==> config.mk <==
export PLATFORM = sky130hd
export DESIGN_NAME = pixel_matrix_readout
export DESIGN_NICKNAME = d
export VERILOG_FILES = /design/src/rtl/pixel_matrix_readout.sv
export SDC_FILE = /design/constraint.sdc
export NUM_CORES = 1
export LEC_CHECK = 0
export CORE_MARGIN = 2
export CORE_UTILIZATION = 35
export DETAILED_ROUTE_END_ITERATION = 12
export GPL_TIMING_DRIVEN = 0
export SETUP_SLACK_MARGIN = 0.05
export SLEW_MARGIN = 25
export SYNTH_ARGS = -nofsm -noshare
export SYNTH_HDL_FRONTEND = slang
export SYNTH_SLANG_ARGS = --single-unit
==> constraint.sdc <==
create_clock -name clk -period 20.8 [get_ports clk]
set_input_delay 3.12 -clock clk [delete_from_list [all_inputs] [get_ports clk]]
set_output_delay 3.12 -clock clk [all_outputs]
set_load 0.05 [all_outputs]
==> src/rtl/pixel_matrix_readout.sv <==
// pixel_matrix_readout
// Latches per-pixel hits, serves the lowest-index latched pixel each cycle
// into a first-word-fall-through FIFO as a {timestamp, address} word, and
// counts pile-up cycles (a new hit landing on a still-latched pixel).
//
// Ports
//   clk        : single clock, rising edge
//   reset      : asynchronous, active-high; clears all state
//   hitin      : per-pixel hit level, sampled every edge
//   mask       : per-pixel disable (1 = disabled)
//   read       : pop request from the consumer
//   valid      : FIFO not empty; addr/ts describe the head
//   addr       : pixel index of the FIFO head
//   ts         : timestamp of the FIFO head
//   fifo_full  : FIFO holds DEPTH entries
//   busy       : OR of all pixel latches
//   pileup_cnt : saturating count of cycles with a pile-up event
module pixel_matrix_readout #(
  parameter int NPIX  = 128,
  parameter int AW    = 7,
  parameter int DEPTH = 8,
  parameter int TSW   = 8
) (
  input  logic            clk,
  input  logic            reset,
  input  logic [NPIX-1:0] hitin,
  input  logic [NPIX-1:0] mask,
  input  logic            read,
  output logic            valid,
  output logic [AW-1:0]   addr,
  output logic [TSW-1:0]  ts,
  output logic            fifo_full,
  output logic            busy,
  output logic [7:0]      pileup_cnt
);

  localparam int LW = $clog2(DEPTH);
  localparam int PW = LW + 1;
  localparam int WW = TSW + AW;

  logic [NPIX-1:0] state_reg;
  logic [NPIX-1:0] state_next;
  logic [NPIX-1:0] clr;
  logic [NPIX-1:0] pile_ev;
  logic [AW-1:0]   sel;
  logic            push;
  logic            pop;

  logic [TSW-1:0]  tcnt_reg;
  logic [WW-1:0]   mem_reg [DEPTH];
  logic [PW-1:0]   wr_ptr_reg;
  logic [PW-1:0]   rd_ptr_reg;
  logic [PW-1:0]   count_reg;
  logic [PW-1:0]   count_next;
  logic [7:0]      pileup_reg;
  logic [LW-1:0]   head_idx;

  assign busy      = |state_reg;
  assign valid     = (count_reg != '0);
  assign fifo_full = (count_reg == PW'(DEPTH));
  // Fullness is the registered count, so a pop in a full cycle does not
  // free a slot for a push until the following edge.
  assign push      = busy & ~fifo_full;
  assign pop       = read & valid;

  // Priority encoder: descending scan so the lowest set index wins.
  always_comb begin
    sel = '0;
    for (int i = NPIX - 1; i >= 0; i--) begin
      if (state_reg[i]) sel = AW'(i);
    end
  end

  genvar gi;
  generate
    for (gi = 0; gi < NPIX; gi++) begin : g_pix
      assign clr[gi]        = push & (sel == AW'(gi));
      // A fresh hit re-sets the latch even if it is being served this cycle.
      assign state_next[gi] = ((state_reg[gi] & ~clr[gi]) |
                               (hitin[gi] & ~mask[gi])) & ~mask[gi];
      assign pile_ev[gi]    = hitin[gi] & ~mask[gi] & state_reg[gi] & ~clr[gi];
    end
  endgenerate

  always_comb begin
    count_next = count_reg;
    if (push && !pop)      count_next = count_reg + PW'(1);
    else if (!push && pop) count_next = count_reg - PW'(1);
  end

  always_ff @(posedge clk or posedge reset) begin
    if (reset) begin
      state_reg  <= '0;
      tcnt_reg   <= '0;
      wr_ptr_reg <= '0;
      rd_ptr_reg <= '0;
      count_reg  <= '0;
      pileup_reg <= '0;
      for (int i = 0; i < DEPTH; i++) mem_reg[i] <= '0;
    end else begin
      state_reg <= state_next;
      tcnt_reg  <= tcnt_reg + TSW'(1);
      count_reg <= count_next;
      if (push) begin
        mem_reg[wr_ptr_reg[LW-1:0]] <= {tcnt_reg, sel};
        wr_ptr_reg                  <= wr_ptr_reg + PW'(1);
      end
      if (pop) rd_ptr_reg <= rd_ptr_reg + PW'(1);
      if ((|pile_ev) && (pileup_reg != 8'hFF)) pileup_reg <= pileup_reg + 8'd1;
    end
  end

  // When empty, show the slot just behind the read pointer: that is the word
  // most recently popped (or the cleared slot after reset), so addr/ts hold.
  assign head_idx   = valid ? rd_ptr_reg[LW-1:0] : (rd_ptr_reg[LW-1:0] - LW'(1));
  assign {ts, addr} = mem_reg[head_idx];
  assign pileup_cnt = pileup_reg;

endmodule

==> results.cfg, run 1 <==
[outcome]
result_of_the_run = complete, no violations

[yosys]
yosys.cell_count.top_type = dfrtp_1
ys_top_cells_by_count = dfrtp_1 (274), nand2_1 (248), nor2_1 (168)
yosysSeqAreaShare = 0.427
synthAdderAreaFrac = 0.00748
synth.largest_area_cell = dfrtp_1
synthMuxAreaShare = 0.0741
synth.cell_area_um2 = 16100
synth_compound_area_frac = 0.178
synth_async_sr_flop_share = 1.00
synth-edff-count = 0
ys.flop_type = dfrtp_1
synthesized_area_fraction_occupied_by_xor_and_xnor_cells = 0.0120
synth_simple_gate_area_frac = 0.260
synth.area.top_cells = dfrtp_1 (43%), nand2_1 (5.8%), a21oi_1 (4.9%), o21ai_0 (4.7%), mux4_2 (4.2%)
synthesized_net_count = 2084
ys_seq_elements = 274
syn_avg_cell_area_um2 = 8.84
cells_after_synthesis = 1816
main_combinational_cell_family_by_area_after_synthesis = simple AND/OR/NAND/NOR gates
netlist.area_leader.share = 0.427
synth-warning-count = 0
synth.distinct_cells = 96

[floorplanning]
die_height_um = 218
dieWidth_um = 218
fp.dieArea_um2 = 47600
fp.coreArea_um2 = 45400
initial_standard_cell_utilization_of_the_core = 0.354
design.portCount = 285
std_cell_rows = 78

[timing]
worst_slew_margin_rel = 0.249
setup-tns-final_ps = 0
drv_slew = 0
worst_slew_pin_tran_ps = 1130
period_needed_ps = 7800
setup_viol = 0
hold_ws_ps = 474
unrepaired_setup_endpoints_after_global_routing = no
worst_clock_skew_ps = 19.4
period_utilization_post_route = 0.375
max_freq_mhz = 128
final_number_of_hold_violating_endpoints = 0

[pwr]
power_density_nw_per_um2 = 103
total_power_mw = 2.15
ir_worst_vdd_uv = 124
p_leak_nw = 8.49

[clock_network]
cts_repair_resize_count = 0
cts_setup_buffers = 0
cts_buf_count = 34
cts.hold.buffers_added = 0
latest_clock_arrival_within_the_worst_skew_pair_ps = 570
clkSlewWorstSetupHoldPaths_ps = 50
tritoncts_clock_tree = yes
clk_path_buf_depth = 3
clkSinkCount = 274
cts_htree_levels = 2
clock_tree.root_cell = clkbuf_16

[place]
place.port_buffers = 284
post_dp_cell_area_um2 = 19700
dp_hpwl_mm = 61.1
gp_congestion = 1.02

[setup_path]
cpMostUsedCell = clkbuf_1
largest_incremental_delay_on_the_critical_path_ps = 700
cp.required_ps = 17680
crit_path_start_kind = flop
setup.worst_path.class = reg2out
timing.critical_path.slowest_stage_cell = clkdlybuf4s50_1
worstPathMaxFanout = 10
crit_arrival_ps = 4680
path_cells = nor3_1 -> nand2b_1 -> clkbuf_1 -> a21oi_1 -> clkbuf_1 -> clkbuf_1 -> mux4_2 -> mux2_2 -> clkdlybuf4s50_1
critPathCaptureType = output pin

[detailed_routing]
route.detailed.vias_per_inst = 5.95
routed_wl_mm = 76.0
met2_wirelength_mm = 35.1
vias = 16400
final_routed_drc_violation_total = 0
met3_length_mm = 5.31
first_pass_detailed_route_iteration_total = 6
first_iter_violations = 1664
m1WireLength_mm = 30.5
wl_per_cell_um = 27.5
highest_layer = met5
post_drt_antenna_nets = 0

[cells_and_area]
post-route-cell-area_um2 = 20900
n_fill_cell = 4443
layout.nets = 2406
area.growth.synth_to_final_pct = 29.8
largest_register_ff_count = 128
antenna_cells = 0
share_of_cells_above_drive_strength_1 = 0.0861

[global_routing]
initial_antenna_violation_count = 1
groute.usage.overall = 0.318
globalRoute.totalOverflow = 0
first_global_vias = 16500
grt_max_degree = 101
grt_pass1_wl_mm = 109

[worst_hold_path]
holdCritPathClass = reg2reg

[flow_run]
drv_cap = 0
power breakdown:
| group | internal, mW | switching (mW) | total, mW | leakage (nW) |
|---|---|---|---|---|
| Sequential | 0.634 | 0.0778 | 0.712 | 3.47 |
| Combinational | 0.328 | 0.501 | 0.829 | 4.47 |
| Clock | 0.361 | 0.246 | 0.607 | 0.548 |
per-layer routing:
layer	track usage	up-vias
li1	-	7273
met1	0.397	8097
met2	0.515	831
met3	0.0539	228
met4	0.194	2
met5	0	-
critical path, delay by kind of cell, from the launching register on:
family                 cells  cell delay [ps]
AOI/OAI and AO/OA          1              520
DFF                        1              430
and+or+nand+nor            2              350
buffers and inverters      4             2100
muxes                      2              720
worst paths after layout:
check,from,end,slack (ps),cells past startpoint
worst min register to register,mem_reg[55],mem_reg[55],470,2
min in group asynchronous,reset,state_reg[12],3050,2
worst max-delay path,count_reg[0],ts[3],13000,9
worst min-delay path,mem_reg[55],mem_reg[55],470,2
max in group asynchronous,reset,mem_reg[109],16770,3
worst max register to register,state_reg[74],pileup_cnt[1],13940,13
stage by stage:
step / util / std cells / setup WS (ps)
3_3_place_gp: 0.433 / 2700 / 6150
6_report: 0.459 / 2761 / 13000
5_1_grt: 0.459 / 2761 / 12670
2_1_floorplan: - / 1816 / 10130
3_5_place_dp: 0.435 / 2702 / 13540
4_1_cts: 0.459 / 2761 / 12940
layout make-up:
| type | count | area [um^2] | share of cell area |
|---|---|---|---|
| multi-input cells | 1371 | 8550 | 0.410 |
| flip-flops and latches | 274 | 6860 | 0.329 |
| repair buffers | 286 | 2900 | 0.139 |
| clock buffers | 52 | 1010 | 0.0484 |
| well taps | 600 | 751 | 0.0360 |
| inverters | 105 | 402 | 0.0193 |
| plain buffers | 66 | 273 | 0.0131 |
| clock inverters | 7 | 108 | 0.00516 |
cell usage in the layout (no fill, tap or decap), drive strengths merged, types with 34 or more instances in the layout:
cell type and instances:
clkdlybuf4s50 284, dfrtp 274, nand2 251, nor2 169, a21oi 157, o21ai 153, inv 107, clkbuf 99
nand3 60, nor4 55, nor3 52, mux2 43, nand3b 34
kinds of logic after synthesis:
| family | Yosys count |
|---|---|
| xor gates and xnor gates | 22 |
| DFF | 274 |
| muxes | 76 |
| AOI/OAI and AO/OA | 462 |
| and+or+nand+nor | 802 |
| buffers and inverters | 171 |
| adders and majority gates | 9 |
Note: power is estimated with default switching activity, not from simulation.
==> inputs of run 2 (changes only) <==
clock period = 7.6 ns   (was 20.8 ns; I/O delays follow)
==> run 2 against run 1 <==
Critical endpoint is now pileup_cnt[1]. Sequential power rose to 2.8 times the previous value. Clock-buffer cell count rose by 1. Worst setup slack got worse by 12000 ps. Global-route usage rose by 0.052 points. Core utilization rose by 0.30 points. Non-clock buffer count rose by 8. Die area did not move. Clock power rose to 2.7 times the previous value. Total power rose to 2.7 times the previous value. Clock skew rose by 2.2 ps. Flip-flop and latch count did not move. Critical path type is now reg2reg. Cell count rose by 0.29%.
==> results.cfg, run 2 (synthesis gave the netlist of run 1 again) <==
[clock_network]
cts_setup_buffers = 0
cts_htree_levels = 2
clkSinkCount = 274
clkSlewWorstSetupHoldPaths_ps = 60
cts.hold.buffers_added = 0
clock_tree.root_cell = clkbuf_16
tritoncts_clock_tree = yes
clk_path_buf_depth = 3
cts_buf_count = 34
cts_repair_resize_count = 0
latest_clock_arrival_within_the_worst_skew_pair_ps = 560

[timing]
fin_ws_ps = 670
period_utilization_post_route = 0.912
setup-tns-final_ps = 0
worst_slew_pin_tran_ps = 1080
worst_clock_skew_ps = 21.6
max_freq_mhz = 144
unrepaired_setup_endpoints_after_global_routing = no
setup_viol = 0
hold_ws_ps = 476
final_number_of_hold_violating_endpoints = 0
period_needed_ps = 6930
worst_slew_margin_rel = 0.277
drv_slew = 0

[pwr]
pwr-share-clk = 0.277
share_comb_of_total_power = 0.390
total_power_mw = 5.86
power_density_nw_per_um2 = 279
switching_share = 0.386
p_int_mw = 3.60
p_leak_nw = 8.55
ir_worst_vdd_uv = 322
pwr-share-seq = 0.334
power_switching_mw = 2.26

[setup_path]
cp_num_buf_inv = 2
worstPathMaxFanout = 10
cp.required_ps = 8040
path_cells = nor4_1 -> o311ai_0 -> a311oi_1 -> o211ai_2 -> and2_1 -> buf_2 -> nor2_1 -> clkbuf_1 -> o2111ai_1 -> nor4_1 -> nand4_1 -> o22ai_4 -> mux2_1
critPathCaptureType = flop
crit_arrival_ps = 7370
setup.reg_to_reg.worst_slack_ps = 670
cpMostUsedCell = nor4_1
critical_path.top_delay_family = simple AND/OR/NAND/NOR gates
timing.critical_path.slowest_stage_cell = clkbuf_1
crit_path_start_kind = flop
setup.worst_path.class = reg2reg
largest_incremental_delay_on_the_critical_path_ps = 870

[cells_and_area]
layout.cells.most_common_list = clkdlybuf4s50_1 (284), dfrtp_1 (274), nand2_1 (248)
share_of_cells_above_drive_strength_1 = 0.0890
final_core_util = 0.462
sequential_cell_area_um2 = 6860
area_of_combinational_cells_with_multiple_inputs_um2 = 8560
non_filler_cells_in_the_finished_layout = 2769
most_common_library_cell_in_the_layout_ignoring_fill_and_taps = clkdlybuf4s50_1
largest_register_ff_count = 128
layout.nets = 2414
n_fill_cell = 4377
post-route-cell-area_um2 = 21000
area.growth.synth_to_final_pct = 30.7
antenna_cells = 0

[global_routing]
globalRoute.totalOverflow = 0
grt_pass1_wl_mm = 109
first_global_vias = 16200
groute.usage.overall = 0.319
grt_max_degree = 32
initial_antenna_violation_count = 0

[floorplanning]
fp.dieArea_um2 = 47600
std_cell_rows = 78
die_height_um = 218
initial_standard_cell_utilization_of_the_core = 0.354
design.portCount = 285
dieWidth_um = 218
fp.coreArea_um2 = 45400

[worst_hold_path]
holdCritPathClass = reg2reg

[place]
place_ws_ps = 1010
place_inst = 2710
dp_hpwl_mm = 61.3
place.port_buffers = 284
post_dp_cell_area_um2 = 19900
gp_congestion = 1.01

[outcome]
result_of_the_run = complete, no violations

[flow_run]
drv_cap = 0

[detailed_routing]
vias = 16500
route.detailed.vias_per_inst = 5.95
first_iter_violations = 1901
first_pass_detailed_route_iteration_total = 7
wl_per_cell_um = 27.6
post_drt_antenna_nets = 0
routed_wl_mm = 76.3
final_routed_drc_violation_total = 0
run 2: final timing paths:
path,endpoint,cells after the start,start
min reg2reg,mem_reg[38],2,mem_reg[38]
max reg2reg,pileup_cnt[1],13,state_reg[95]
max in group asynchronous,state_reg[122],5,reset
min,mem_reg[38],2,mem_reg[38]
min in group asynchronous,state_reg[45],2,reset
max,pileup_cnt[1],13,state_reg[95]
run 2: layer usage:
metal  track usage  up-vias  wire length (um)
met3        0.0546      214              5540
met1         0.410     8109             31200
met4         0.188        0              4930
met2         0.504      877             34600
met5             0        -                 0
li1              -     7284                 -
run 2: power groups by stage:
| stage | logic [mW] | registers (mW) | clock network, mW |
|---|---|---|---|
| 6_report | 2.28 | 1.96 | 1.62 |
| 5_1_grt | 2.43 | 1.99 | 1.71 |
| 4_1_cts | 2.28 | 1.95 | 1.65 |
| 3_5_place_dp | 2.27 | 1.97 | 0 |
| 3_3_place_gp | 2.22 | 1.95 | 0 |
| 2_1_floorplan | 1.44 | 1.91 | 0 |
run 2: worst reg2reg max path, stage by stage (launching register included):
cell and delay [ps]:
dfrtp_1 510, nor4_1 660, o311ai_0 290, a311oi_1 620
o211ai_2 300, and2_1 240, buf_2 220, nor2_1 830
clkbuf_1 870, o2111ai_1 250, nor4_1 830, nand4_1 470
o22ai_4 400, mux2_1 350
run 2: layout make-up:
type / count / share of cell area
multi-input combinational: 1371 / 0.408
sequential: 274 / 0.327
timing repair buffer: 294 / 0.146
clock buffer: 53 / 0.0483
tap: 600 / 0.0358
inverter: 105 / 0.0190
buffer: 66 / 0.0130
clock inverter: 6 / 0.00382
==> inputs of run 3 (changes only) <==
CAP_MARGIN = 20   (was unset)
CORE_UTILIZATION = 50   (was 35)
PLACE_DENSITY = 0.76   (was unset)
==> run 3 against run 2 <==
Via count rose by 4.0%. Cell area decreased by 1.4%. Total power decreased by 1.1%. Global-route usage grew 11 points. Fmax rose by 2.0%. Clock power decreased by 7%. Cell count down 7.2%. First-iteration DRC count is 3.4% higher.
==> results.cfg, run 3 (synthesis gave the netlist of run 1 again) <==
[place]
gp_congestion = 1.08
place_inst = 2513
dp_hpwl_mm = 57.6
place.port_buffers = 284
post_dp_cell_area_um2 = 19700

[clock_network]
cts.hold.buffers_added = 0
latest_clock_arrival_within_the_worst_skew_pair_ps = 580
clk_path_buf_depth = 3
tritoncts_clock_tree = yes
clkSinkCount = 274
cts_repair_resize_count = 0
cts_htree_levels = 1
clkSlewWorstSetupHoldPaths_ps = 70
clock_tree.root_cell = clkbuf_16
cts_buf_count = 29
cts_setup_buffers = 0

[floorplanning]
std_cell_rows = 65
initial_standard_cell_utilization_of_the_core = 0.509
dieWidth_um = 183
die_height_um = 183
design.portCount = 285
fp.coreArea_um2 = 31600
fp.dieArea_um2 = 33600

[timing]
unrepaired_setup_endpoints_after_global_routing = no
period_needed_ps = 6800
worst_slew_pin_tran_ps = 1200
max_freq_mhz = 147
setup-tns-final_ps = 0
period_utilization_post_route = 0.894
setup_viol = 0
final_number_of_hold_violating_endpoints = 0
worst_slew_margin_rel = 0.190
drv_slew = 0
worst_clock_skew_ps = 13.7

[worst_hold_path]
min_path_cells = 2
holdCritStartpoint = mem_reg[44]
whs_endpoint = mem_reg[44]
holdCritPathClass = reg2reg

[cells_and_area]
n_fill_cell = 2513
most_common_library_cell_in_the_layout_ignoring_fill_and_taps = clkdlybuf4s50_1
non_filler_cells_in_the_finished_layout = 2569
layout.cells.most_common_list = clkdlybuf4s50_1 (284), dfrtp_1 (274), nand2_1 (248)
share_of_cells_above_drive_strength_1 = 0.0915
area.growth.synth_to_final_pct = 28.8
area_of_combinational_cells_with_multiple_inputs_um2 = 8560
final_core_util = 0.656
sequential_cell_area_um2 = 6860
post-route-cell-area_um2 = 20700
layout.nets = 2410
largest_register_ff_count = 128

[detailed_routing]
routed_wl_mm = 73.3
final_routed_drc_violation_total = 0
post_drt_antenna_nets = 0
first_iter_violations = 1966
wl_per_cell_um = 28.5
vias = 17100
first_pass_detailed_route_iteration_total = 6
route.detailed.vias_per_inst = 6.67

[pwr]
p_int_mw = 3.52
power_switching_mw = 2.27
pwr-share-seq = 0.339
power_density_nw_per_um2 = 280
switching_share = 0.392
share_comb_of_total_power = 0.400
p_leak_nw = 8.53
total_power_mw = 5.80
pwr-share-clk = 0.261
ir_worst_vdd_uv = 264

[global_routing]
groute.usage.overall = 0.432
grt_max_degree = 33
globalRoute.totalOverflow = 0
first_global_vias = 16700
initial_antenna_violation_count = 3
grt_pass1_wl_mm = 106

[setup_path]
setup.reg_to_reg.worst_slack_ps = 800
setup.worst_path.class = reg2reg
rr_startpoint = state_reg[107]
worstPathMaxFanout = 10
critPathCaptureType = flop
rr_worst_depth = 15
cp.required_ps = 8050
crit_path_start_kind = flop
crit_arrival_ps = 7250
capture_instance_of_the_worst_register_to_register_path = pileup_cnt[1]

[flow_run]
drv_cap = 0

[outcome]
result_of_the_run = complete, no violations
==> run 3: changes by cell type in the layout (fill, tap and decap cells not counted), sizes merged <==
| cell | before | now |
|---|---|---|
| diode | 0 | 2 |
| bufinv | 1 | 3 |
| clkbuf | 100 | 89 |
| inv | 105 | 104 |
| clkinv | 3 | 9 |
==> run 3: final cells by class <==
type,instances,share of cell area
antenna,2,0.000242
clock buffer,41,0.0411
multi-input combinational,1371,0.414
clock inverter,13,0.00726
sequential,274,0.331
inverter,105,0.0192
tap,402,0.0243
timing repair buffer,295,0.149
buffer,66,0.0132
==> run 3: metal layers <==
| layer | part of all wire | vias up | track usage |
|---|---|---|---|
| met3 | 0.11 | 277 | 0.0905 |
| met5 | 0.000095 | - | 0 |
| met1 | 0.36 | 8245 | 0.537 |
| met4 | 0.072 | 2 | 0.263 |
| li1 | - | 7300 | - |
| met2 | 0.45 | 1324 | 0.694 |
==> run 3: metrics by stage <==
stage / worst slack (ps) / hold slack [ps]
6_report: 804 / 474
2_1_floorplan: 2840 / 441
5_1_grt: 769 / 489
4_1_cts: 1230 / 474
3_5_place_dp: 1280 / 458
3_3_place_gp: 843 / 453
==> run 3: power by group through the flow <==
stage          combinational [mW]  sequential (mW)  clock (mW)
6_report                     2.32             1.97        1.51
5_1_grt                      2.44             1.99        1.57
4_1_cts                      2.28             1.95        1.51
3_5_place_dp                 2.26             1.97           0
3_3_place_gp                 2.19             1.95           0
2_1_floorplan                1.44             1.91           0
==> run 3: worst max-delay path, stage by stage, from the launching register on <==
cell      delay, ps
dfrtp_1         460
nor4_1          710
o21ai_0         190
a31oi_1         410
o221ai_1        410
a22o_1          490
o21ai_0         580
buf_2           400
buf_1           760
a31oi_1         310
nor4_1          310
nand4_1         290
nor4_1          360
nand4_1         290
o22ai_4         340
mux2_1          360
==> run 3: worst max path at each step <==
stage | slack, ps | from | end
2_1_floorplan | 2840 | reset | count_reg[0]
3_3_place_gp | 840 | reset | pileup_cnt[4]
3_5_place_dp | 1280 | state_reg[107] | pileup_cnt[1]
4_1_cts | 1230 | state_reg[107] | pileup_cnt[1]
5_1_grt | 770 | state_reg[107] | pileup_cnt[1]
6_report | 800 | state_reg[107] | pileup_cnt[1]
